==> src/rtl/multibyte_add_seq.sv <==
// multibyte_add_seq: byte-serial wide adder that drives an external 8-bit
// ripple adder, one byte per clock, LSB first.
// Optional feature: define MULTIBYTE_SUB_EN to add a 'sub' input that turns
// the operation into A-B (two's complement, Cout_out=1 means no borrow).
module multibyte_add_seq #(
  parameter int NBYTES = 4
) (
  input  logic                  clk,
  input  logic                  rst,
  input  logic                  start,
`ifdef MULTIBYTE_SUB_EN
  input  logic                  sub,
`endif
  input  logic [8*NBYTES-1:0]   A_in,
  input  logic [8*NBYTES-1:0]   B_in,
  input  logic                  Cin_in,
  output logic [7:0]            A_byte,
  output logic [7:0]            B_byte,
  output logic                  Cin_byte,
  input  logic [7:0]            S_byte,
  input  logic                  Cout_byte,
  output logic [8*NBYTES-1:0]   S_out,
  output logic                  Cout_out,
  output logic                  busy,
  output logic                  done
);

  localparam int W  = 8 * NBYTES;
  localparam int IW = $clog2(NBYTES);

  localparam logic [1:0] IDLE = 2'd0;
  localparam logic [1:0] RUN  = 2'd1;
  localparam logic [1:0] DONE = 2'd2;

  localparam logic [IW-1:0] LAST = IW'(NBYTES - 1);

  logic [1:0]    state;
  logic [IW-1:0] idx;
  logic [IW+2:0] bit_off;
  logic [W-1:0]  a_reg;
  logic [W-1:0]  b_reg;
  logic [W-1:0]  s_reg;
  logic          carry;
  logic [W-1:0]  b_cap;
  logic          c_cap;

  // Operand B and initial carry as captured at start (inverted B plus forced
  // carry-in of 1 gives A + ~B + 1 = A - B when subtracting).
  always_comb begin
    b_cap = B_in;
    c_cap = Cin_in;
`ifdef MULTIBYTE_SUB_EN
    if (sub) begin
      b_cap = ~B_in;
      c_cap = 1'b1;
    end
`endif
  end

  assign bit_off = {idx, 3'b000};

  // Control FSM plus operand/result/carry registers; one byte per RUN cycle.
  always_ff @(posedge clk) begin
    if (rst) begin
      state <= IDLE;
      idx   <= '0;
      carry <= 1'b0;
      a_reg <= '0;
      b_reg <= '0;
      s_reg <= '0;
    end else begin
      case (state)
        IDLE: begin
          if (start) begin
            state <= RUN;
            a_reg <= A_in;
            b_reg <= b_cap;
            carry <= c_cap;
            idx   <= '0;
          end
        end
        RUN: begin
          s_reg[bit_off +: 8] <= S_byte;
          carry               <= Cout_byte;
          idx                 <= idx + 1'b1;
          if (idx == LAST) state <= DONE;
        end
        DONE: begin
          state <= IDLE;
        end
        default: begin
          state <= IDLE;
        end
      endcase
    end
  end

  // Status and adder-facing outputs; adder inputs are forced to 0 outside RUN.
  always_comb begin
    busy     = (state == RUN);
    done     = (state == DONE);
    A_byte   = busy ? a_reg[bit_off +: 8] : 8'h00;
    B_byte   = busy ? b_reg[bit_off +: 8] : 8'h00;
    Cin_byte = busy & carry;
    S_out    = s_reg;
    Cout_out = carry;
  end

endmodule
==> config.mk <==
export PLATFORM = sky130hd
export DESIGN_NAME = multibyte_add_seq
export DESIGN_NICKNAME = d
export VERILOG_FILES = /design/src/rtl/multibyte_add_seq.sv
export SDC_FILE = /design/constraint.sdc
export NUM_CORES = 1
export LEC_CHECK = 0
export ABC_AREA = 1
export CORE_MARGIN = 2
export CORE_UTILIZATION = 51
export DETAILED_ROUTE_END_ITERATION = 16
export PLACE_DENSITY = 0.94
export SLEW_MARGIN = 20
export SYNTH_ARGS = -nofsm -noshare
export SYNTH_HDL_FRONTEND = slang
export SYNTH_SLANG_ARGS = --single-unit
==> constraint.sdc <==
create_clock -name clk -period 3.76 [get_ports clk]
set_clock_uncertainty 0.2 [all_clocks]
set_input_delay 0.376 -clock clk [delete_from_list [all_inputs] [get_ports clk]]
set_output_delay 0.376 -clock clk [all_outputs]
set_load 0.01 [all_outputs]
-- Yosys cells after proc, flatten, opt, wreduce, memory -nomap -nowiden
Cells that the tools add are included.
- register bits: 101
- bits of input ports: 77
- output and inout port bits: 52
- word-level logic and storage cells: 33
- add/sub/neg operators: 2
- eq/ne operators: 5
- shift-type cells: 4
- mux-type cells: 10
- bitwise gates (word level): 1
- reduce and logical (&&, ||, !) cells: 5
- operators by type and width (operator ; number):
    $shiftx A32 B6 Y8 ; 2
    $bwmux W32 ; 1
    $shift A8 B7 Y32 const A ; 1
    $shiftx A8 B7 Y32 ; 1
    $mux W8 ; 2
    $pmux W2 S2 ; 2
    $neg A5 Y7 ; 1
    $mux W2 ; 3
    $reduce_and A2 Y1 ; 3
    $eq A2 B2 Y1 const B ; 2
    $add A2 B1 Y2 const B ; 1
    $eq A2 B1 Y1 const B ; 1
    $logic_not A2 Y1 ; 1
    $ne A2 B1 Y1 const B ; 1
    $ne A2 B2 Y1 const B ; 1
    $pmux W1 S2 ; 1
    $reduce_bool A2 Y1 ; 1
    $and A1 B1 Y1 ; 1
    $mux W1 ; 1

-- Longest topological paths before layout
Gate-level depths: netlist of the first run.
- depth in word-level cells: 3
- gate-level depth with buffers: 9
- mapped depth without buffers: 7

-- Least setup slack after synthesis of the first run
OpenSTA, ideal clock, no wires.
- path type: reg2reg
- start: register idx[1]
- end: register s_reg[0] (netlist: S_out[0])
- library setup time: 0.070 ns
- arrival time: 1.624 ns
- required time: 3.490 ns
- setup slack: 1.865 ns
- stages on the path, launching flop included: 8
- buffers on the path: 2
- clock period less this slack: 1.895 ns
- cells stage by stage: dfxtp_1 -> buf_2 -> inv_2 -> buf_2 -> ha_1 -> nor2_1 -> nand4_1 -> a21oi_1
- longest elaborated chain between the ends: 3
- elaborated cells between the ends (all ways): 4
- those cells by class: 1 x add/sub; 2 x shift; 1 x mux
- ends and longest elaborated chain (what ; RTL line ; RTL):
    start, declared ; 38 ; logic [IW-1:0] idx;
    start signal, assigned ; 85 ; idx <= idx + 1'b1;
    $neg A5 Y7 * ; 83 ; s_reg[bit_off +: 8] <= S_byte;
    $shiftx A8 B7 Y32 / $shift A8 B7 Y32 (equally long branches) ; 83 ;
    $bwmux W32 * ; 83 ;
    end signal, assigned by index ; 83 ;
    end, declared ; 42 ; logic [W-1:0] s_reg;
Every way passes the cells marked *; elsewhere a longest branch is shown, timed or not.
A chain may end at the register's enable or synchronous reset.

-- Final worst setup path of the first run
- start: register state[0]
- end: output port B_byte[7]
- longest elaborated chain between the ends: 2
- ends and longest elaborated chain (what ; RTL line ; RTL):
    start, declared ; 37 ; logic [1:0] state;
    start signal, assigned ; 65 ; state <= IDLE;
    start signal, assigned ; 75 ; state <= RUN;
    start signal, assigned ; 86 ; if (idx == LAST) state <= DONE;
    $eq A2 B1 Y1 ; 100 ; busy = (state == RUN);
    $mux W8 ; 103 ; B_byte = busy ? b_reg[bit_off +: 8] : 8'h00;
    end, declared ; 18 ; output logic [7:0] B_byte,
Every way passes these cells.

==> impl_metrics.yaml, run 1 <==
setup_path:
  cp_slowest_cell: "dfxtp_1"
  worstSetupPathType: "reg2out"
  required_ns: 3.18
  start_kind: "flop"
  critical_path.cell_chain: "inv_1, nor2_4, inv_2, a21oi_1, clkdlybuf4s50_1"
  critPathMaxStageDelay_ns: 0.61
  cp.arrival_ns: 2.41
  worstPathMaxFanout: 18
  end_kind: "output port"
detailed_routing:
  vias_per_cell: 5.36
  wire_per_inst_um: 14.4
  drc: 0
  drt-initial-drc-count: 309
  via_count: 4468
  routed_wl_mm: 12.0
  dr.pass1.iters: 5
  ant_nets: 0
placement:
  dp_hpwl_mm: 8.42
  port_buffers: 128
  routabilityCongestion: 0.908
  dp_slack_ns: 1.18
  place_area_um2: 5640
sta:
  final-hold-violation-count: 0
  hold_slack_ns: 0.272
  rsz0062_at_grt: "no"
  slew_headroom_pct: 48.4
  finalCritPeriodShare_pct: 79.4
  tns_ns: 0
  maxSlewViolCount: 0
  final.setup.worst_slack_ns: 0.773
  setup_viol: 0
  fin_crit_ns: 2.99
  clock.fmax_mhz: 335
  worst_pin_slew_ns: 0.773
clock_tree:
  cts_sinks: 101
  cts_made_buffers: 9
  cts.path.max_buffers: 2
  cts_tree: "done"
  insertion_delay_ns: 0.36
  post_cts.repair.setup_buffers: 0
  cts.clk_slew.worst_paths_ns: 0.09
  htreeDepth: 3
  cts_root_buffer: "clkbuf_8"
  holdBufCountCts: 0
  cts_resized: 0
global_routing:
  grt_usage_pct: 24.5
  grt.busiest_layer: "met2"
  grt_max_degree: 70
  grt_first_pass_wirelength_mm: 19.3
  gr-usage-met3_pct: 5.65
  overflow: 0
  first_global_vias: 4170
  grtUsageMet2_pct: 42.5
  use_met1_pct: 30.1
  grt_antenna_before_repair: 0
synth:
  synthMuxAreaShare_pct: 0
  synthAdderAreaFrac_pct: 1.39
  synth_area_per_cell_um2: 7.29
  yosys_warnings: 0
  synth_top_area_cell: "dfxtp_1"
  synthSimpleGateAreaFrac_pct: 28.4
  synthTopCellsByArea: "dfxtp_1 45%, nor2_1 17%, o21ai_0 8.7%"
  ys_seq_elements: 101
  synth_area_um2: 4500
  synth_compound_area_share_pct: 16.5
  synthXorXnorAreaFrac_pct: 0
  synth_top_family_by_area: "simple AND/OR/NAND/NOR gates"
  synthCells: 617
  synth_cell_types: 24
  synth_top_area_share_pct: 44.9
  syn_nets: 699
  ys_seq_area_share_pct: 44.9
finish:
  fillers: 680
  final_nets: 803
  stdcell_area_um2: 5850
  layout.cells.most_common_list: "209 x nor2_1, 128 x clkdlybuf4s50_1, 101 x dfxtp_1"
  drive_above_1_share_pct: 5.38
  syn2layout_area_growth_pct: 30.0
  final_common_cell: "nor2_1"
  n_antenna_cell: 0
  final_util_pct: 67.8
floorplanning:
  die_x_um: 97.9
  start_util_pct: 52.1
  die-area_um2: 9590
  core_area_um2: 8640
  num_rows: 34
  fp.dieH_um: 97.9
  io_pins: 129
hold_path:
  hold_class: "reg2reg"
pwr:
  peakVddDrop_mv: 0.259
  power.density_nw_per_um2: 400
  leakage_uw: 0.00220
run_status:
  status: "completed"
run:
  max_cap_violations: 0
critical path, delay by kind of cell (launching register included):
| kind | cells | cell delay (ns) |
|---|---|---|
| AOI/OAI and AO/OA | 1 | 0.22 |
| buffers and inverters | 3 | 0.95 |
| DFF | 1 | 0.61 |
| and+or+nand+nor | 1 | 0.27 |
synth_stat cells:
cell and count:
inv_2 5, a21oi_1 48, and2_1 1, nor2_1 209, buf_6 11, nor3_1 2, buf_2 10, o21ai_0 78
clkbuf_1 12, nor3_2 5, buf_8 6, nand3_4 3, nand3_1 4, ha_1 5, nand2_1 64, o21a_1 1
inv_1 15, nand2_2 1, buf_4 1, dfxtp_1 101, o21ai_1 21, nand4_1 8, nor2_4 5, clkinv_2 1
routing by layer:
metal / wire [um] / up-vias
met2: 5990 / 189
met1: 4900 / 2065
met3: 826 / 24
met4: 240 / 0
met5: 0 / -
li1: - / 2190
final timing paths:
check                                            start                endpoint  slack, ns  cells after the start
worst max-delay path             state[0]$_SDFFE_PP0P_               B_byte[7]       0.77                      5
worst min register to register  S_out[21]$_SDFFE_PP0P_  S_out[21]$_SDFFE_PP0P_       0.27                      2
worst min-delay path            S_out[21]$_SDFFE_PP0P_  S_out[21]$_SDFFE_PP0P_       0.27                      2
worst max register to register     idx[0]$_SDFFE_PP0P_   S_out[3]$_SDFFE_PP0P_       1.39                      6
logic make-up after synthesis:
logic type | after synthesis
adders and majority gates | 5
DFF | 101
buffers and inverters | 61
AOI/OAI and AO/OA | 148
and+or+nand+nor | 302
where the power goes:
part	leakage [uW]	switching, uW	internal (uW)	total (uW)
logic	0.00126	236	187	423
registers	0.000830	37.7	1140	1170
clock network	0.000105	356	389	745
total	0.00220	630	1710	2340
metrics by stage:
| step | cells | total power (uW) |
|---|---|---|
| 2_1_floorplan | 617 | 1470 |
| 4_1_cts | 833 | 2340 |
| 3_3_place_gp | 818 | 1600 |
| 6_report | 833 | 2340 |
| 3_5_place_dp | 818 | 1610 |
| 5_1_grt | 833 | 2450 |
cell type report:
class	count	area [um2]	share of cell area, %
clock inverters	4	72.6	1.24
inverters	21	80.1	1.37
multi-input cells	455	2080	35.6
repair buffers	133	1320	22.5
clock buffers	11	141	2.42
well taps	108	135	2.31
flip-flops and latches	101	2020	34.6
Note: power is estimated with default switching activity, not from simulation.
==> inputs of run 2 (changes only) <==
--- a/config.mk
+++ b/config.mk
@@ -7,9 +7,9 @@
 export LEC_CHECK = 0
 export ABC_AREA = 1
 export CORE_MARGIN = 2
-export CORE_UTILIZATION = 51
+export CORE_UTILIZATION = 48
 export DETAILED_ROUTE_END_ITERATION = 16
-export PLACE_DENSITY = 0.94
+export PLACE_DENSITY = 0.9
 export SLEW_MARGIN = 20
 export SYNTH_ARGS = -nofsm -noshare
 export SYNTH_HDL_FRONTEND = slang
==> constraint.sdc (replaced) <==
create_clock -name clk -period 3 [get_ports clk]
set_clock_uncertainty 0.2 [all_clocks]
set_input_delay 0.3 -clock clk [delete_from_list [all_inputs] [get_ports clk]]
set_output_delay 0.3 -clock clk [all_outputs]
set_load 0.01 [all_outputs]
==> run 2 against run 1 <==
Clock power rose by 3.2%. Combinational power rose by 26%. Power rose by 18%. Register-to-register slack got worse by 0.74 ns. First-iteration DRC count fell by 45%.
==> impl_metrics.yaml, run 2 (synthesis gave the netlist of run 1 again) <==
run_status:
  status: "completed"
detailed_routing:
  route.met2.wl_mm: 5.55
  wl_met1_mm: 5.09
  wl_met3_um: 746
  drc: 0
  dr.pass1.iters: 6
  ant_nets: 0
  routed_wl_mm: 11.6
  routed.top_layer: "met4"
  drt-initial-drc-count: 169
  wire_per_inst_um: 13.9
  via_count: 4401
  vias_per_cell: 5.25
sta:
  slew_headroom_pct: 48.3
  finalCritPeriodShare_pct: 91.5
  worst_pin_slew_ns: 0.776
  fin_crit_ns: 2.75
  tns_ns: 0
  setup_viol: 0
  clock.fmax_mhz: 364
  rsz0062_at_grt: "no"
  maxSlewViolCount: 0
  final-hold-violation-count: 0
clock_tree:
  cts_root_buffer: "clkbuf_8"
  htreeDepth: 3
  holdBufCountCts: 0
  post_cts.repair.setup_buffers: 0
  cts_tree: "done"
  cts_sinks: 101
  insertion_delay_ns: 0.35
  cts.path.max_buffers: 2
  cts_resized: 0
  cts_made_buffers: 9
  cts.clk_slew.worst_paths_ns: 0.09
setup_path:
  endpoint: "A_byte[1]"
  crit_family: "buffers and inverters"
  regToRegSetupSlack_ns: 0.65
  worstSetupPathDepth: 4
  reg2reg_depth: 6
  worstPathMaxFanout: 44
  r2r_end: "S_out[4]$_SDFFE_PP0P_"
  critical_path.cell_chain: "inv_2, o21ai_0, a21oi_1, clkdlybuf4s50_1"
  critical_path.startpoint: "idx[0]$_SDFFE_PP0P_"
  worstSetupPathType: "reg2out"
  worstReg2RegStart: "idx[0]$_SDFFE_PP0P_"
  cp.arrival_ns: 2.25
  required_ns: 2.50
  start_kind: "flop"
  end_kind: "output port"
  cp_slowest_cell: "clkdlybuf4s50_1"
  path_buf_inv: 2
  critPathMaxStageDelay_ns: 0.56
floorplanning:
  die-area_um2: 10200
  num_rows: 35
  die_x_um: 101
  io_pins: 129
  core_area_um2: 9150
  fp.dieH_um: 101
  start_util_pct: 49.2
global_routing:
  overflow: 0
  grt_first_pass_wirelength_mm: 18.7
  grt_usage_pct: 22.9
  grt_antenna_before_repair: 0
  grt_max_degree: 70
  first_global_vias: 4062
finish:
  n_antenna_cell: 0
  drive_above_1_share_pct: 5.49
  layout.cells.most_common_list: "209 x nor2_1, 128 x clkdlybuf4s50_1, 101 x dfxtp_1"
  final_nets: 805
  final_common_cell: "nor2_1"
  syn2layout_area_growth_pct: 29.7
run:
  max_cap_violations: 0
placement:
  dp_hpwl_mm: 8.38
  routabilityCongestion: 0.887
  port_buffers: 128
pwr:
  leakage_uw: 0.00219
  power.density_nw_per_um2: 475
  peakVddDrop_mv: 0.227
  finalPower_uw: 2770
hold_path:
  hold_class: "reg2reg"
==> run 2: cell types whose count changed in the layout (fill, tap and decap cells not counted), sizes merged <==
cell | before | now
buf | 5 | 7
bufinv | 2 | 0
clkbuf | 11 | 13
clkinv | 2 | 3
==> run 2: power breakdown <==
group	internal, uW	switching [uW]
logic	240	292
registers	1420	48.0
clock network	326	442
==> run 2: area by class of cell <==
class	instances	area [um2]
fillers	783	3310
multi-input cells	455	2080
flip-flops and latches	101	2020
repair buffers	135	1350
clock buffers	13	149
well taps	111	139
inverters	21	80.1
clock inverters	3	21.3
==> run 2: worst min path at each step <==
| stage | startpoint | to | slack, ns | depth (start not counted) |
|---|---|---|---|---|
| floorplan | B_in[19] | b_reg[19]$_SDFFE_PP0P_ | 0.25 | 2 |
| detailed placement | S_out[11]$_SDFFE_PP0P_ | S_out[11]$_SDFFE_PP0P_ | 0.26 | 2 |
| global route | S_out[21]$_SDFFE_PP0P_ | S_out[21]$_SDFFE_PP0P_ | 0.30 | 2 |
| finish | S_out[24]$_SDFFE_PP0P_ | S_out[24]$_SDFFE_PP0P_ | 0.27 | 2 |
| CTS | S_out[11]$_SDFFE_PP0P_ | S_out[11]$_SDFFE_PP0P_ | 0.27 | 2 |
| global placement | S_out[19]$_SDFFE_PP0P_ | S_out[19]$_SDFFE_PP0P_ | 0.26 | 2 |
==> run 2: layer usage <==
layer,up-vias,global-route usage (%)
met5,-,0
met4,0,8.43
met3,24,3.05
met2,179,38.4
met1,1999,30.2
li1,2199,-
==> run 2: through the flow <==
step,setup WS [ns],cell area (um2),hold WS [ns],instances,utilization [%]
after detailed placement,0.647,5670,0.258,823,61.9
after floorplan,1.11,4500,0.245,617,-
after global placement,0.677,5670,0.256,823,61.9
after global routing,0.119,5840,0.296,839,63.8
final,0.255,5840,0.274,839,63.8
after CTS,0.256,5840,0.271,839,63.8
==> run 2: worst reg2reg max path, delay by kind of cell (launching register included) <==
kind / cells / cell delay, ns
AO/OA/AOI/OAI: 1 / 0.15
adder cells (fa/ha/maj): 1 / 0.64
AND/OR/NAND/NOR: 2 / 0.23
buffers and inverters: 2 / 0.74
flip-flops: 1 / 0.34
==> inputs of run 3 (changes only) <==
--- a/config.mk
+++ b/config.mk
@@ -6,8 +6,11 @@
 export NUM_CORES = 1
 export LEC_CHECK = 0
 export ABC_AREA = 1
+export CAP_MARGIN = 5
+export CELL_PAD_IN_SITES_DETAIL_PLACEMENT = 1
+export CELL_PAD_IN_SITES_GLOBAL_PLACEMENT = 1
 export CORE_MARGIN = 2
-export CORE_UTILIZATION = 48
+export CORE_UTILIZATION = 34
 export DETAILED_ROUTE_END_ITERATION = 16
 export PLACE_DENSITY = 0.9
 export SLEW_MARGIN = 20
==> run 3 against run 2 <==
Die area increased by 39%. Sequential share of layout area shrank 1.2 points. Global-route usage shrank 2.3 points. Via count rose by 0.91%. Routed wire length up 23%. Non-clock buffer count rose by 1. Flip-flop and latch count is the same. Maximum frequency shrank 0.33%. Utilization is 18 points lower. Critical endpoint is now B_byte[2].
==> impl_metrics.yaml, run 3 (synthesis gave the netlist of run 1 again) <==
floorplanning:
  die_x_um: 119
  die-area_um2: 14200
  start_util_pct: 34.4
  num_rows: 42
  io_pins: 129
  core_area_um2: 13100
  fp.dieH_um: 119
global_routing:
  gr-usage-met3_pct: 2.97
  grt_max_degree: 70
  grtUsageMet2_pct: 37.6
  use_met1_pct: 24.9
  grt_first_pass_wirelength_mm: 23.5
  grt_antenna_before_repair: 0
  grt_usage_pct: 20.6
  overflow: 0
  first_global_vias: 4735
  grt.busiest_layer: "met2"
setup_path:
  start_kind: "flop"
  required_ns: 2.50
  cp.arrival_ns: 2.25
  worstPathMaxFanout: 19
  crit_family: "buffers and inverters"
  critical_path.cell_chain: "inv_2, nor2_1, o21ai_1, a21oi_1, clkdlybuf4s50_1"
  worstSetupPathType: "reg2out"
  cp_slowest_cell: "clkdlybuf4s50_1"
  path_buf_inv: 2
  critPathMaxStageDelay_ns: 0.58
  end_kind: "output port"
placement:
  dp_hpwl_mm: 10.5
  port_buffers: 128
  dp_slack_ns: 0.495
  routabilityCongestion: 0.854
  place_area_um2: 5750
detailed_routing:
  ant_nets: 0
  via_count: 4441
  vias_per_cell: 4.91
  wire_per_inst_um: 15.8
  dr.pass1.iters: 4
  drc: 0
  routed_wl_mm: 14.3
  drt-initial-drc-count: 237
pwr:
  p_seq_share_pct: 45.2
  p_sw_uw: 907
  leakage_uw: 0.00225
  finalPower_uw: 3250
  swShare_pct: 27.9
  internal-power_uw: 2350
  power.density_nw_per_um2: 537
  peakVddDrop_mv: 0.327
  p_clk_share_pct: 37.6
  pwr-share-comb_pct: 17.2
run_status:
  status: "completed"
sta:
  final.setup.worst_slack_ns: 0.246
  rsz0062_at_grt: "no"
  worst_pin_slew_ns: 0.812
  setup_viol: 0
  maxSlewViolCount: 0
  finalCritPeriodShare_pct: 91.8
  tns_ns: 0
  final-hold-violation-count: 0
  hold_slack_ns: 0.265
  clock.fmax_mhz: 363
  slew_headroom_pct: 45.9
  fin_crit_ns: 2.75
clock_tree:
  cts_resized: 0
  holdBufCountCts: 0
  insertion_delay_ns: 0.34
  cts_made_buffers: 9
  post_cts.repair.setup_buffers: 0
  cts_sinks: 101
  cts.path.max_buffers: 2
  cts_root_buffer: "clkbuf_16"
  cts_tree: "done"
  htreeDepth: 3
  cts.clk_slew.worst_paths_ns: 0.07
hold_path:
  hold_class: "reg2reg"
finish:
  n_antenna_cell: 0
  drive_above_1_share_pct: 5.90
  layout.cells.most_common_list: "209 x nor2_1, 128 x clkdlybuf4s50_1, 101 x dfxtp_1"
  stdcell_area_um2: 6050
  final_common_cell: "nor2_1"
  final_nets: 806
  syn2layout_area_growth_pct: 34.5
run:
  max_cap_violations: 0
## run 3: cell type report
type,instances,area [um2]
Sequential cell,101,2020
Inverter,21,80.1
Timing Repair Buffer,136,1340
Tap cell,176,220
Fill cell,1626,7030
Multi-Input combinational cell,455,2080
Clock inverter,5,66.3
Clock buffer,11,243
## run 3: path summary, 6_finish.rpt
check	endpoint	slack, ns	startpoint	cells past startpoint
max	B_byte[2]	0.25	idx[1]$_SDFFE_PP0P_	5
min	S_out[21]$_SDFFE_PP0P_	0.27	S_out[21]$_SDFFE_PP0P_	2
max reg2reg	S_out[0]$_SDFFE_PP0P_	0.47	idx[0]$_SDFFE_PP0P_	7
min reg2reg	S_out[21]$_SDFFE_PP0P_	0.27	S_out[21]$_SDFFE_PP0P_	2
## run 3: worst min-delay path, delay by kind of cell (launching register included)
kind             cells  cell delay [ns]
AO/OA/AOI/OAI        1             0.05
flip-flops           1             0.31
AND/OR/NAND/NOR      1             0.06
## run 3: metal layers
metal	share of wire, %	vias to the layer above
met1	44	2108
met3	3.4	22
met2	51	107
met5	0	-
met4	1.7	0
li1	-	2204
## run 3: through the flow
stage / instances / utilization [%]
floorplan: 617 / -
global placement: 889 / 43.9
detailed placement: 889 / 43.9
CTS: 905 / 46.3
global route: 905 / 46.3
finish: 905 / 46.3
## run 3: power by group through the flow
| stage | Combinational [uW] | Clock (uW) | Sequential, uW |
|---|---|---|---|
| floorplan | 348 | 0 | 1490 |
| global route | 625 | 1290 | 1480 |
| CTS | 566 | 1240 | 1470 |
| detailed placement | 561 | 0 | 1500 |
| finish | 561 | 1220 | 1470 |
| global placement | 539 | 0 | 1500 |
